**config.mk**
```make
export PLATFORM = sky130hd
export DESIGN_NAME = serial_adder_flat
export DESIGN_NICKNAME = d
export VERILOG_FILES = /design/src/rtl/serial_adder_if.sv /design/src/rtl/serial_adder.sv /design/src/flat_wrapper.sv
export SDC_FILE = /design/constraint.sdc
export NUM_CORES = 1
export LEC_CHECK = 0
export ABC_AREA = 1
export CAP_MARGIN = 20
export CORE_MARGIN = 2
export CORE_UTILIZATION = 24
export CTS_CLUSTER_SIZE = 16
export DETAILED_ROUTE_END_ITERATION = 8
export GPL_ROUTABILITY_DRIVEN = 1
export GPL_TIMING_DRIVEN = 0
export PLACE_DENSITY = 0.44
export SYNTH_ARGS = -nofsm -noshare
export SYNTH_HDL_FRONTEND = slang
export SYNTH_SLANG_ARGS = --single-unit
```
**constraint.sdc**
```tcl
create_clock -name clk -period 2.2 [get_ports clk]
set_input_delay 0.33 -clock clk [delete_from_list [all_inputs] [get_ports clk]]
set_output_delay 0.33 -clock clk [all_outputs]
set_load 0.1 [all_outputs]
```
**src/rtl/serial_adder_if.sv**
```systemverilog
// serial_adder_if: operand/result handshake bundle for serial_adder.
//   master : operand source + result consumer (drives in_valid, a, b, cin,
//            sub, out_ready; observes in_ready, out_valid, sum, cout, ovf)
//   slave  : the adder itself (mirror of master)
interface serial_adder_if #(
   parameter int WIDTH = 8
);
   logic             in_valid;
   logic             in_ready;
   logic [WIDTH-1:0] a;
   logic [WIDTH-1:0] b;
   logic             cin;
   logic             sub;
   logic             out_valid;
   logic             out_ready;
   logic [WIDTH-1:0] sum;
   logic             cout;
   logic             ovf;

   modport master (
      output in_valid, a, b, cin, sub, out_ready,
      input  in_ready, out_valid, sum, cout, ovf
   );

   modport slave (
      input  in_valid, a, b, cin, sub, out_ready,
      output in_ready, out_valid, sum, cout, ovf
   );
endinterface

```
**src/rtl/serial_adder.sv**
```systemverilog
// serial_adder: multi-cycle add/subtract of two WIDTH-bit operands,
// BITS_PER_CYCLE bits per clock through a ripple of full-adder slices with a
// registered carry between cycles.
//   clk    : clock, rising edge
//   rst_n  : asynchronous active-low reset
//   bus    : serial_adder_if.slave
//            in_valid/in_ready   operand handshake (a, b, cin, sub)
//            out_valid/out_ready result handshake (sum, cout, ovf)
//   sub=0 : sum = a + b + cin,  cout = carry out
//   sub=1 : sum = a - b - cin,  cout = NOT borrow out
//   ovf   : two's-complement overflow (carry into MSB ^ carry out of MSB)
//
// state | meaning
// IDLE  | waiting for operands, in_ready=1
// CALC  | one slice of BITS_PER_CYCLE bits per edge, N edges total
// DONE  | result held with out_valid=1 until out_ready
module serial_adder #(
   parameter int WIDTH          = 8,
   parameter int BITS_PER_CYCLE = 1
) (
   input logic          clk,
   input logic          rst_n,
   serial_adder_if.slave bus
);

   localparam int N   = WIDTH / BITS_PER_CYCLE;
   localparam int CW  = $clog2(N) + 1;
   localparam int SBW = $clog2(WIDTH) + 1;

   if (WIDTH < 2) begin : g_bad_width
      $error("serial_adder: WIDTH must be >= 2");
   end
   if ((WIDTH % BITS_PER_CYCLE) != 0) begin : g_bad_bpc
      $error("serial_adder: BITS_PER_CYCLE must divide WIDTH");
   end

   typedef enum logic [1:0] {
      IDLE = 2'd0,
      CALC = 2'd1,
      DONE = 2'd2
   } state_t;

   state_t state_q;
   state_t state_d;

   logic [WIDTH-1:0] a_q;
   logic [WIDTH-1:0] b_q;
   logic             carry_q;
   logic [CW-1:0]    cnt_q;
   logic [WIDTH-1:0] sum_q;
   logic             cout_q;
   logic             ovf_q;

   logic                      last_slice;
   logic [SBW-1:0]            slice_base;
   logic [WIDTH-1:0]          a_sh;
   logic [WIDTH-1:0]          b_sh;
   logic [BITS_PER_CYCLE-1:0] slice_sum;
   logic                      carry_next;
   logic                      carry_msb;
   logic [WIDTH-1:0]          sum_next;

   assign last_slice = (cnt_q == CW'(N - 1));
   assign slice_base = SBW'(cnt_q) * SBW'(BITS_PER_CYCLE);

   // Shift the current slice down to bit 0 instead of using a variable
   // part-select; keeps index widths independent of the parameters.
   assign a_sh = a_q >> slice_base;
   assign b_sh = b_q >> slice_base;

   always_comb begin
      logic c;
      slice_sum = '0;
      carry_msb = carry_q;
      c         = carry_q;
      for (int i = 0; i < BITS_PER_CYCLE; i++) begin
         // carry into the top bit of the slice; on the last slice that is the
         // carry into the operand MSB, needed for the overflow flag
         if (i == BITS_PER_CYCLE - 1) begin
            carry_msb = c;
         end
         slice_sum[i] = a_sh[i] ^ b_sh[i] ^ c;
         c            = (a_sh[i] & b_sh[i]) | (c & (a_sh[i] ^ b_sh[i]));
      end
      carry_next = c;
   end

   always_comb begin
      logic [WIDTH-1:0] mask;
      mask     = WIDTH'({BITS_PER_CYCLE{1'b1}}) << slice_base;
      sum_next = (sum_q & ~mask) | ((WIDTH'(slice_sum) << slice_base) & mask);
   end

   // state register
   always_ff @(posedge clk or negedge rst_n) begin
      if (!rst_n) begin
         state_q <= IDLE;
      end else begin
         state_q <= state_d;
      end
   end

   // next-state logic
   always_comb begin
      state_d = state_q;
      unique case (state_q)
         IDLE: if (bus.in_valid) state_d = CALC;
         CALC: if (last_slice) state_d = DONE;
         DONE: if (bus.out_ready) state_d = IDLE;
         default: state_d = IDLE;
      endcase
   end

   // output logic
   always_comb begin
      bus.in_ready  = 1'b0;
      bus.out_valid = 1'b0;
      unique case (state_q)
         IDLE: bus.in_ready = 1'b1;
         CALC: ;
         DONE: bus.out_valid = 1'b1;
         default: ;
      endcase
   end

   assign bus.sum  = sum_q;
   assign bus.cout = cout_q;
   assign bus.ovf  = ovf_q;

   // datapath
   always_ff @(posedge clk or negedge rst_n) begin
      if (!rst_n) begin
         a_q     <= '0;
         b_q     <= '0;
         carry_q <= 1'b0;
         cnt_q   <= '0;
         sum_q   <= '0;
         cout_q  <= 1'b0;
         ovf_q   <= 1'b0;
      end else begin
         unique case (state_q)
            IDLE: begin
               if (bus.in_valid) begin
                  // subtraction as a + ~b + ~cin
                  a_q     <= bus.a;
                  b_q     <= bus.sub ? ~bus.b : bus.b;
                  carry_q <= bus.sub ? ~bus.cin : bus.cin;
                  cnt_q   <= '0;
               end
            end
            CALC: begin
               sum_q   <= sum_next;
               carry_q <= carry_next;
               cnt_q   <= cnt_q + CW'(1);
               if (last_slice) begin
                  cout_q <= carry_next;
                  ovf_q  <= carry_msb ^ carry_next;
               end
            end
            DONE: ;
            default: ;
         endcase
      end
   end

endmodule

```
**src/flat_wrapper.sv**
```systemverilog
// flat-port wrapper written by rule: the top's interface ports become plain ports
module serial_adder_flat 
#(
   parameter int WIDTH          = 8,
   parameter int BITS_PER_CYCLE = 1
)
  (clk, rst_n, bus_in_valid, bus_a, bus_b, bus_cin, bus_sub, bus_out_ready, bus_in_ready, bus_out_valid, bus_sum, bus_cout, bus_ovf);
  serial_adder_if #(.WIDTH(WIDTH)) bus_i ();
  input logic clk;
  input logic rst_n;
  input wire logic [$bits(bus_i.in_valid)-1:0] bus_in_valid;
  input wire logic [$bits(bus_i.a)-1:0] bus_a;
  input wire logic [$bits(bus_i.b)-1:0] bus_b;
  input wire logic [$bits(bus_i.cin)-1:0] bus_cin;
  input wire logic [$bits(bus_i.sub)-1:0] bus_sub;
  input wire logic [$bits(bus_i.out_ready)-1:0] bus_out_ready;
  output wire logic [$bits(bus_i.in_ready)-1:0] bus_in_ready;
  output wire logic [$bits(bus_i.out_valid)-1:0] bus_out_valid;
  output wire logic [$bits(bus_i.sum)-1:0] bus_sum;
  output wire logic [$bits(bus_i.cout)-1:0] bus_cout;
  output wire logic [$bits(bus_i.ovf)-1:0] bus_ovf;
  assign bus_i.in_valid = bus_in_valid;
  assign bus_i.a = bus_a;
  assign bus_i.b = bus_b;
  assign bus_i.cin = bus_cin;
  assign bus_i.sub = bus_sub;
  assign bus_i.out_ready = bus_out_ready;
  assign bus_in_ready = bus_i.in_ready;
  assign bus_out_valid = bus_i.out_valid;
  assign bus_sum = bus_i.sum;
  assign bus_cout = bus_i.cout;
  assign bus_ovf = bus_i.ovf;
  serial_adder #(.WIDTH(WIDTH), .BITS_PER_CYCLE(BITS_PER_CYCLE)) u_core (.clk(clk), .rst_n(rst_n), .bus(bus_i));
endmodule
```
==> run summary, run 1 <==
H-tree levels - 2
buffers added on ports - 32
Final Hold Fails - 0
CP arrival - 1.78 ns
Slew Viols, Final - 0
slowest CP cell - clkdlybuf4s50_1
hpwl dp - 2.879 mm
Setup Crit Path Kind - register to primary output
layout cells sized above 1 - 11.03%
TritonRoute pass-1 iters - 4
top cell type's share of synthesized area - 46.54%
vias - 1466
Clock Tree Buf Depth - 2
clk_lat worst skew - 0.28 ns
cell area after layout - 2333 µm²
hold bufs inserted after CTS - 0
Startpoint Class - register
vias in the first global route - 1485
most frequent cells in the layout - 63 x nand2_1, 34 x inv_1, 33 x dfrtp_1
most common cell after layout, fill and taps aside - nand2_1
Top delay family on crit path - buffers and inverters
cell taking the most area after synthesis - dfrtp_1
mapped cell area - 1774 µm²
Yosys cell types - 25
status - finished clean
Starting Density - 24.59%
Routed Wire Length - 4.110 mm
Rel. slew slack - 35.11%
Antenna Cells - 0
crit-path max FO - 2
worst-path cell chain - clkdlybuf4s50_1
Final Setup Violations - 0
Crit. End Element - primary output
CTS sink count - 33
Fmax - 0.4744 GHz
period utilisation layout - 95.81%
register area share after synthesis - 46.54%
Period minus WS final - 2.108 ns
slowest stage delay, CP - 1.14 ns
# DRC - 0
CTS tree - built
synth warn - 0
Mean Syn Cell Area - 7.992 µm²
CTS Buf Count - 5
total track usage - 10.91%
drt first-iter violations - 48
Ports - 34
Syn Inst Count - 222
Max Cap Viol - 0
WP data required - 1.87 ns
pin count of the biggest net entering global routing - 34
skew final - 0.004819 ns
core region area - 7214 µm²
DP Area - 2213 µm²
clock slew at reported path FFs - 0.07 ns
Die Ht - 89.98 µm
die width - 89.98 µm
worst-margin pin slew - 0.9704 ns
Final Net Count - 291
Layout area overhead - 31.52%
per-cell routed wire length - 11.35 µm
Final Wtd Congestion - 0.7081
largest cells by area after synthesis - dfrtp_1 47%, nand2_1 13%, inv_1 7.4%
type of the most critical hold path - input port to asynchronous set/reset pin
Worst Path Buf+Inv - 1
first-pass GRT wire length - 7.148 mm
initial antenna violation count - 0
vias per cell - 4.050
post-synth net total - 251
FP Rows - 31
DRT antenna net count - 0
die footprint - 8096 µm²
grt total ovfl - 0
clk root buf - clkbuf_8
Synth Register Bits - 33
-- through the flow --
| stage | TNS, ns | util [%] | std cells | worst slack, ns | hold slack, ns |
|---|---|---|---|---|---|
| 2_1_floorplan | 0 | - | 222 | 0.1909 | 0.03441 |
| 3_3_place_gp | -0.02370 | 30.75 | 353 | -0.02370 | 0.4701 |
| 3_5_place_dp | -0.05684 | 30.68 | 353 | -0.05370 | 0.4660 |
| 4_1_cts | 0 | 32.00 | 362 | 0.009067 | 0.1566 |
| 5_1_grt | -0.0005527 | 32.34 | 362 | -0.0005527 | 0.1853 |
| 6_report | 0 | 32.34 | 362 | 0.09209 | 0.1173 |
-- path summary, 6_finish.rpt --
kind / depth (start not counted) / endpoint / slack [ns] / from
max in group asynchronous: 1 / asynchronous set/reset pin / 1.59 / rst_n
setup reg to reg: 11 / register / 0.18 / u_core.cnt_q[0]
setup / recovery: 1 / bus_cout / 0.09 / u_core.bus.cout
min in group clk: 2 / u_core.b_q[1] / 0.49 / u_core.b_q[1]
hold reg to reg: 2 / u_core.b_q[1] / 0.49 / u_core.b_q[1]
hold / removal: 1 / u_core.a_q[0] / 0.12 / rst_n
-- area by class of cell --
| type | count | area [µm²] |
|---|---|---|
| well taps | 99 | 123.9 |
| repair buffers | 33 | 320.3 |
| multi-input cells | 143 | 767.0 |
| inverters | 38 | 147.6 |
| plain buffers | 8 | 66.31 |
| flip-flops and latches | 33 | 825.8 |
| clock buffers | 6 | 72.57 |
| fillers | 805 | 4881 |
| clock inverters | 2 | 10.01 |
-- layer usage --
layer	GRT usage, %	part of all wire [%]	wire, µm	up-vias
met3	3.185	3.9	161	2
met5	0	0	0	-
met1	15.03	51	2096	670
met4	3.077	0.71	29	0
met2	16.73	44	1824	30
li1	-	-	-	764
-- repair_timing --
action | CTS | global route
endpoints found under the setup margin | 6 | 8
setup buffers | 1 | 0
pin swaps | 0 | 2
resized for setup | 5 | 9
-- synth_stat cells --
master and count:
nand2_1 63, inv_1 35, dfrtp_1 33, nand3_1 17, o21ai_0 14, o21ai_1 14
xnor2_1 8, ha_1 6, buf_2 5, nor2_1 5, inv_2 3, nor3_1 3
buf_6 2, nand2_2 2, xor2_1 2, a21oi_1 1, buf_4 1, fa_1 1
nand4_1 1, nor2_2 1, nor2_4 1, nor3_2 1, o211ai_1 1, o22ai_1 1
o31ai_1 1
-- kinds of logic after synthesis --
group | after synthesis | share of synthesized area (%)
and+or+nand+nor | 94 | 22.64
buffers and inverters | 46 | 11.14
DFF | 33 | 46.54
AOI/OAI and AO/OA | 32 | 9.380
xor gates and xnor gates | 10 | 4.937
adders and majority gates | 7 | 5.360
Power of run 1 is left out: the tool's default activity adds up to more than one toggle a clock period on the data nets, which glitch-free logic cannot reach.
==> run 2, diff against run 1 <==
Settings changed: ABC_AREA 1 to not set, CORE_UTILIZATION 24 to 51, PLACE_DENSITY 0.44 to 0.8.
==> run 2 against run 1 <==
Compared with the run above: the run now ends with setup timing left; non-clock buffer count increased by 5; utilization increased by 39 points; clock skew up 0.010 ns; fmax shrank 5.8%; first-iteration DRC count fell by 79%; register-to-register slack got worse by 0.22 ns; sequential cell count is the same; cell count fell by 33%; synthesized cell count shrank 32%; worst setup slack got worse by 0.13 ns; clock-buffer cell count rose by 1; die area shrank 52%.
==> run summary, run 2 <==
status - finished with violations
failing checks - setup timing
Final Net Count - 224
CP arrival - 2.53 ns
Sw Ratio - 46.54%
worst r2r path cells - 6
type of the most critical hold path - input port to asynchronous set/reset pin
per-cell routed wire length - 14.32 µm
most common cell after layout, fill and taps aside - dfrtp_1
DRT antenna net count - 0
RSZ-0062 raised after global routing - yes
Seq pwr share - 29.3%
P per Cell Area - 1588 nW/µm²
period utilisation layout - 101.8%
Final Hold Fails - 0
buffers added on ports - 32
Final Wtd Congestion - 0.7895
crit-path max FO - 5
vias per cell - 5.120
hpwl dp - 2.470 mm
WP data required - 2.49 ns
drt first-iter violations - 10
Slew Viols, Final - 0
Setup Crit Path Kind - register to register
skew final - 0.01508 ns
most common cell in the netlist - dfrtp_1
Post-synth EDFFs - 0
# DRC - 0
Final Setup Violations - 8
CTS Buf Count - 5
clock slew at reported path FFs - 0.11 ns
Comb power frac - 60.2%
pin count of the biggest net entering global routing - 18
largest cells by area after synthesis - dfrtp_1 48%, mux2_4 7.0%, mux2_2 5.9%
TritonRoute pass-1 iters - 4
Syn Inst Count - 150
first-pass GRT wire length - 5.940 mm
clk_lat worst skew - 0.35 ns
mapped cell area - 1723 µm²
# placed instances - 229
Primary FF master, synth - dfrtp_1
r2r setup slk - -0.04 ns
vias - 1239
Die Ht - 62.12 µm
vias in the first global route - 1304
post-synth net total - 179
layout cells sized above 1 - 26.53%
Layout area overhead - 35.37%
met3 Use GR - 6.341%
CTS sink count - 33
final cell count without fillers - 242
sw power - 1.724 mW
H-tree levels - 2
worst reg2reg startpoint - u_core.cnt_q[0]
most frequent cells in the layout - 32 x dfrtp_1, 22 x clkdlybuf4s50_1, 20 x nand2_1
register area share after synthesis - 47.93%
min setup slack post-route - -0.03862 ns
ys async rst share - 100.0%
setup_tns - -0.1804 ns
FP Rows - 21
die width - 62.12 µm
Ports - 34
cell taking the most area after synthesis - dfrtp_1
Routed Wire Length - 3.466 mm
Fmax - 0.4467 GHz
hold bufs inserted after CTS - 0
Yosys cell types - 32
top cell type's share of synthesized area - 47.93%
Commonest cells post-synth - 33 x dfrtp_1, 20 x nand2_1, 12 x o21ai_0
CTS tree - built
met1 usage - 22.06%
gr busiest metal - met2
met2 global-route usage - 35.19%
Period minus WS final - 2.239 ns
core region area - 3284 µm²
synth warn - 0
worst-margin pin slew - 0.9786 ns
initial antenna violation count - 0
Starting Density - 52.46%
Mean Syn Cell Area - 11.49 µm²
Placement Setup Slack - -0.2539 ns
total power - 3.704 mW
clk root buf - clkbuf_4
DP Area - 2131 µm²
IR drop worst, VDD - 0.0006000 V
leak pwr - 1.175 nW
grt total ovfl - 0
Finished Core Util - 71.01%
cell area after layout - 2332 µm²
Max Cap Viol - 0
Synth Register Bits - 33
Clock Tree Buf Depth - 2
Antenna Cells - 0
Startpoint Class - register
Rel. slew slack - 34.66%
die footprint - 3859 µm²
P_int - 1.980 mW
total track usage - 19.65%
Hold Worst Slack - 0.4670 ns
Crit. End Element - register
clock power share - 10.6%
-- run 2: cell types whose count changed after synthesis, sizes merged, moves of 5 or more --
cell   before  now
o21ai      28   12
nand2      65   20
mux2        0   17
mux2i       0    5
inv        38    7
nand3      17    4
-- run 2: worst max path at each step --
stage	startpoint	to	cells after the start
finish	u_core.cnt_q[0]	register	6
global route	u_core.cnt_q[0]	register	6
CTS	u_core.cnt_q[0]	register	6
detailed placement	u_core.cnt_q[0]	register	6
global placement	u_core.cnt_q[0]	register	6
floorplan	u_core.cnt_q[0]	register	6
-- run 2: worst max-delay path, cell delays in order, from the launching register on --
cell      delay (ns)
dfrtp_2         0.40
buf_6           0.10
mux4_2          0.48
o211ai_1        0.26
fa_2            0.58
nor3_2          0.20
mux2_4          0.16
-- run 2: repair_timing --
item,CTS,global route
gates resized for setup,9,23
endpoints found under the setup margin,10,18
buffers inserted,2,4
pin swaps,3,7
-- run 2: power by group through the flow --
stage	Sequential [mW]	Combinational, mW	Clock, mW
3_5_place_dp	1.07	1.94	0
4_1_cts	1.06	2.01	0.398
3_3_place_gp	1.05	1.89	0
5_1_grt	1.12	2.41	0.426
6_report	1.08	2.23	0.391
2_1_floorplan	1.44	1.12	0
-- run 2: final cells by class --
class | count | area [µm²]
Buffer | 7 | 51.30
Clock buffer | 7 | 65.06
Clock inverter | 1 | 5.005
Fill cell | 230 | 952.2
Inverter | 7 | 26.28
Multi-Input combinational cell | 102 | 887.1
Sequential cell | 33 | 827.0
Tap cell | 46 | 57.56
Timing Repair Buffer | 39 | 412.9
-- run 2: cell families after synthesis --
| kind of cell | after synthesis | synth area share (%) |
|---|---|---|
| and+or+nand+nor | 41 | 12.13 |
| adders and majority gates | 7 | 5.519 |
| muxes | 24 | 18.37 |
| xor gates and xnor gates | 10 | 5.083 |
| AOI/OAI and AO/OA | 20 | 6.972 |
| buffers and inverters | 15 | 3.994 |
| DFF | 33 | 47.93 |
-- run 2: layer usage --
| layer | wire length, µm | share of wire (%) | vias up |
|---|---|---|---|
| li1 | - | - | 609 |
| met1 | 1339 | 39 | 588 |
| met2 | 1865 | 54 | 32 |
| met3 | 181 | 5.2 | 10 |
| met4 | 80 | 2.3 | 0 |
| met5 | 0 | 0 | - |
No activity file was read; power rests on OpenSTA's default activity.
==> run 3, diff against run 2 <==
Settings changed: ABC_AREA set to 1, CELL_PAD_IN_SITES_DETAIL_PLACEMENT set to 1, CELL_PAD_IN_SITES_GLOBAL_PLACEMENT set to 2, CORE_UTILIZATION 51 to 30.
==> run 3 against run 2 <==
Compared with the run above: the flow now finishes without violations; fmax grew 5.5%; cell count grew 40%; critical path depth fell by 5; sequential cell count stayed put; worst setup slack improved by 0.12 ns; non-clock buffer count fell by 5; cell area decreased by 0.27%; wire length increased by 18%; via count rose by 22%; die area increased by 70%.
==> run summary, run 3 (synthesized netlist as in run 1, its figures left out) <==
hold bufs inserted after CTS - 0
Rel. slew slack - 35.05%
Die Ht - 80.90 µm
drt first-iter violations - 38
setup_tns - 0 ns
DRT antenna net count - 0
vias in the first global route - 1560
Startpoint Class - register
clock slew at reported path FFs - 0.07 ns
crit-path max FO - 2
Final Net Count - 291
TritonRoute pass-1 iters - 4
Max Cap Viol - 0
grt total ovfl - 0
vias - 1510
Antenna Cells - 0
most common cell after layout, fill and taps aside - nand2_1
Layout area overhead - 31.10%
core region area - 5816 µm²
vias per cell - 4.467
first-pass GRT wire length - 7.176 mm
total track usage - 14.21%
CP arrival - 1.79 ns
CTS sink count - 33
buffers added on ports - 32
skew final - 0.005618 ns
Ports - 34
Slew Viols, Final - 0
WP data required - 1.87 ns
FP Rows - 28
die footprint - 6545 µm²
worst-path cell chain - clkdlybuf4s50_1
Final Wtd Congestion - 0.7426
clk root buf - clkbuf_8
Period minus WS final - 2.122 ns
status - finished clean
Top delay family on crit path - buffers and inverters
Clock Tree Buf Depth - 2
Crit. End Element - primary output
slowest stage delay, CP - 1.14 ns
pin count of the biggest net entering global routing - 34
most frequent cells in the layout - 63 x nand2_1, 34 x inv_1, 32 x dfrtp_1
H-tree levels - 2
CTS Buf Count - 5
area of the multi-input gates - 778.2 µm²
Fmax - 0.4712 GHz
Final Setup Violations - 0
hpwl dp - 2.966 mm
type of the most critical hold path - input port to asynchronous set/reset pin
initial antenna violation count - 0
storage element area - 827.0 µm²
clk_lat worst skew - 0.29 ns
# DRC - 0
worst-margin pin slew - 0.9713 ns
Worst Path Buf+Inv - 1
filler cell count - 734
per-cell routed wire length - 12.09 µm
Setup Crit Path Kind - register to primary output
Starting Density - 30.51%
# placed instances - 329
die width - 80.90 µm
Final Hold Fails - 0
period utilisation layout - 96.46%
final cell count without fillers - 338
Routed Wire Length - 4.088 mm
CTS tree - built
RSZ-0062 raised after global routing - no
slowest CP cell - clkdlybuf4s50_1
layout cells sized above 1 - 11.79%
## run 3: cell types whose count changed in the layout (fill, tap and decap cells not counted), moves of 3 or more
cell,previous run,this run
nand3_1,4,17
clkbuf_4,5,0
clkbuf_8,2,5
clkdlybuf4s50_1,22,29
inv_2,0,3
mux2_4,13,0
o21ai_1,0,14
mux2i_1,5,0
dlymetal6s2s_1,8,0
nand2_1,20,63
mux2_2,4,0
inv_1,7,34
## run 3: metal layers
layer  wire length (µm)  part of all wire [%]  up-vias  track usage (%)
li1                   -                     -      768                -
met1               1956                    48      711            19.04
met2               1949                    48       27            22.89
met3                134                   3.3        4            3.333
met4                 47                   1.1        0            4.068
met5                  0                     0        -                0
## run 3: final timing paths
check / end / slack, ns / cells past startpoint / startpoint
max: bus_ovf / 0.08 / 1 / u_core.bus.ovf
min: u_core.b_q[7] / 0.11 / 1 / rst_n
max reg2reg: register / 0.16 / 11 / u_core.cnt_q[0]
min reg2reg: u_core.b_q[1] / 0.49 / 2 / u_core.b_q[1]
max in group asynchronous: u_core.cnt_q[0] / 1.58 / 1 / rst_n
min in group clk: u_core.b_q[1] / 0.49 / 2 / u_core.b_q[1]
## run 3: timing repair
item	4_1_cts	5_1_grt
setup buffers	0	1
resized for setup	4	17
endpoints found under the setup margin	8	8
pin swaps	0	3
## run 3: per-stage QoR
| stage | utilization, % | hold slack (ns) | area, µm² | setup slack (ns) |
|---|---|---|---|---|
| global route | 40.00 | 0.1654 | 2326 | 0.006780 |
| floorplan | - | 0.03441 | 1774 | 0.1909 |
| CTS | 39.01 | 0.1369 | 2268 | -0.006880 |
| global placement | 37.63 | 0.4697 | 2188 | -0.009862 |
| detailed placement | 37.54 | 0.4460 | 2183 | -0.03114 |
| finish | 40.00 | 0.1058 | 2326 | 0.07787 |
## run 3: cell type report
class | count | share of cell area [%]
Multi-Input combinational cell | 143 | 33.46
Clock buffer | 6 | 3.120
Sequential cell | 33 | 35.56
Clock inverter | 2 | 0.4303
Buffer | 8 | 3.174
Tap cell | 75 | 4.034
Timing Repair Buffer | 33 | 13.77
Inverter | 38 | 6.455
Power of run 3 is left out for the same reason.
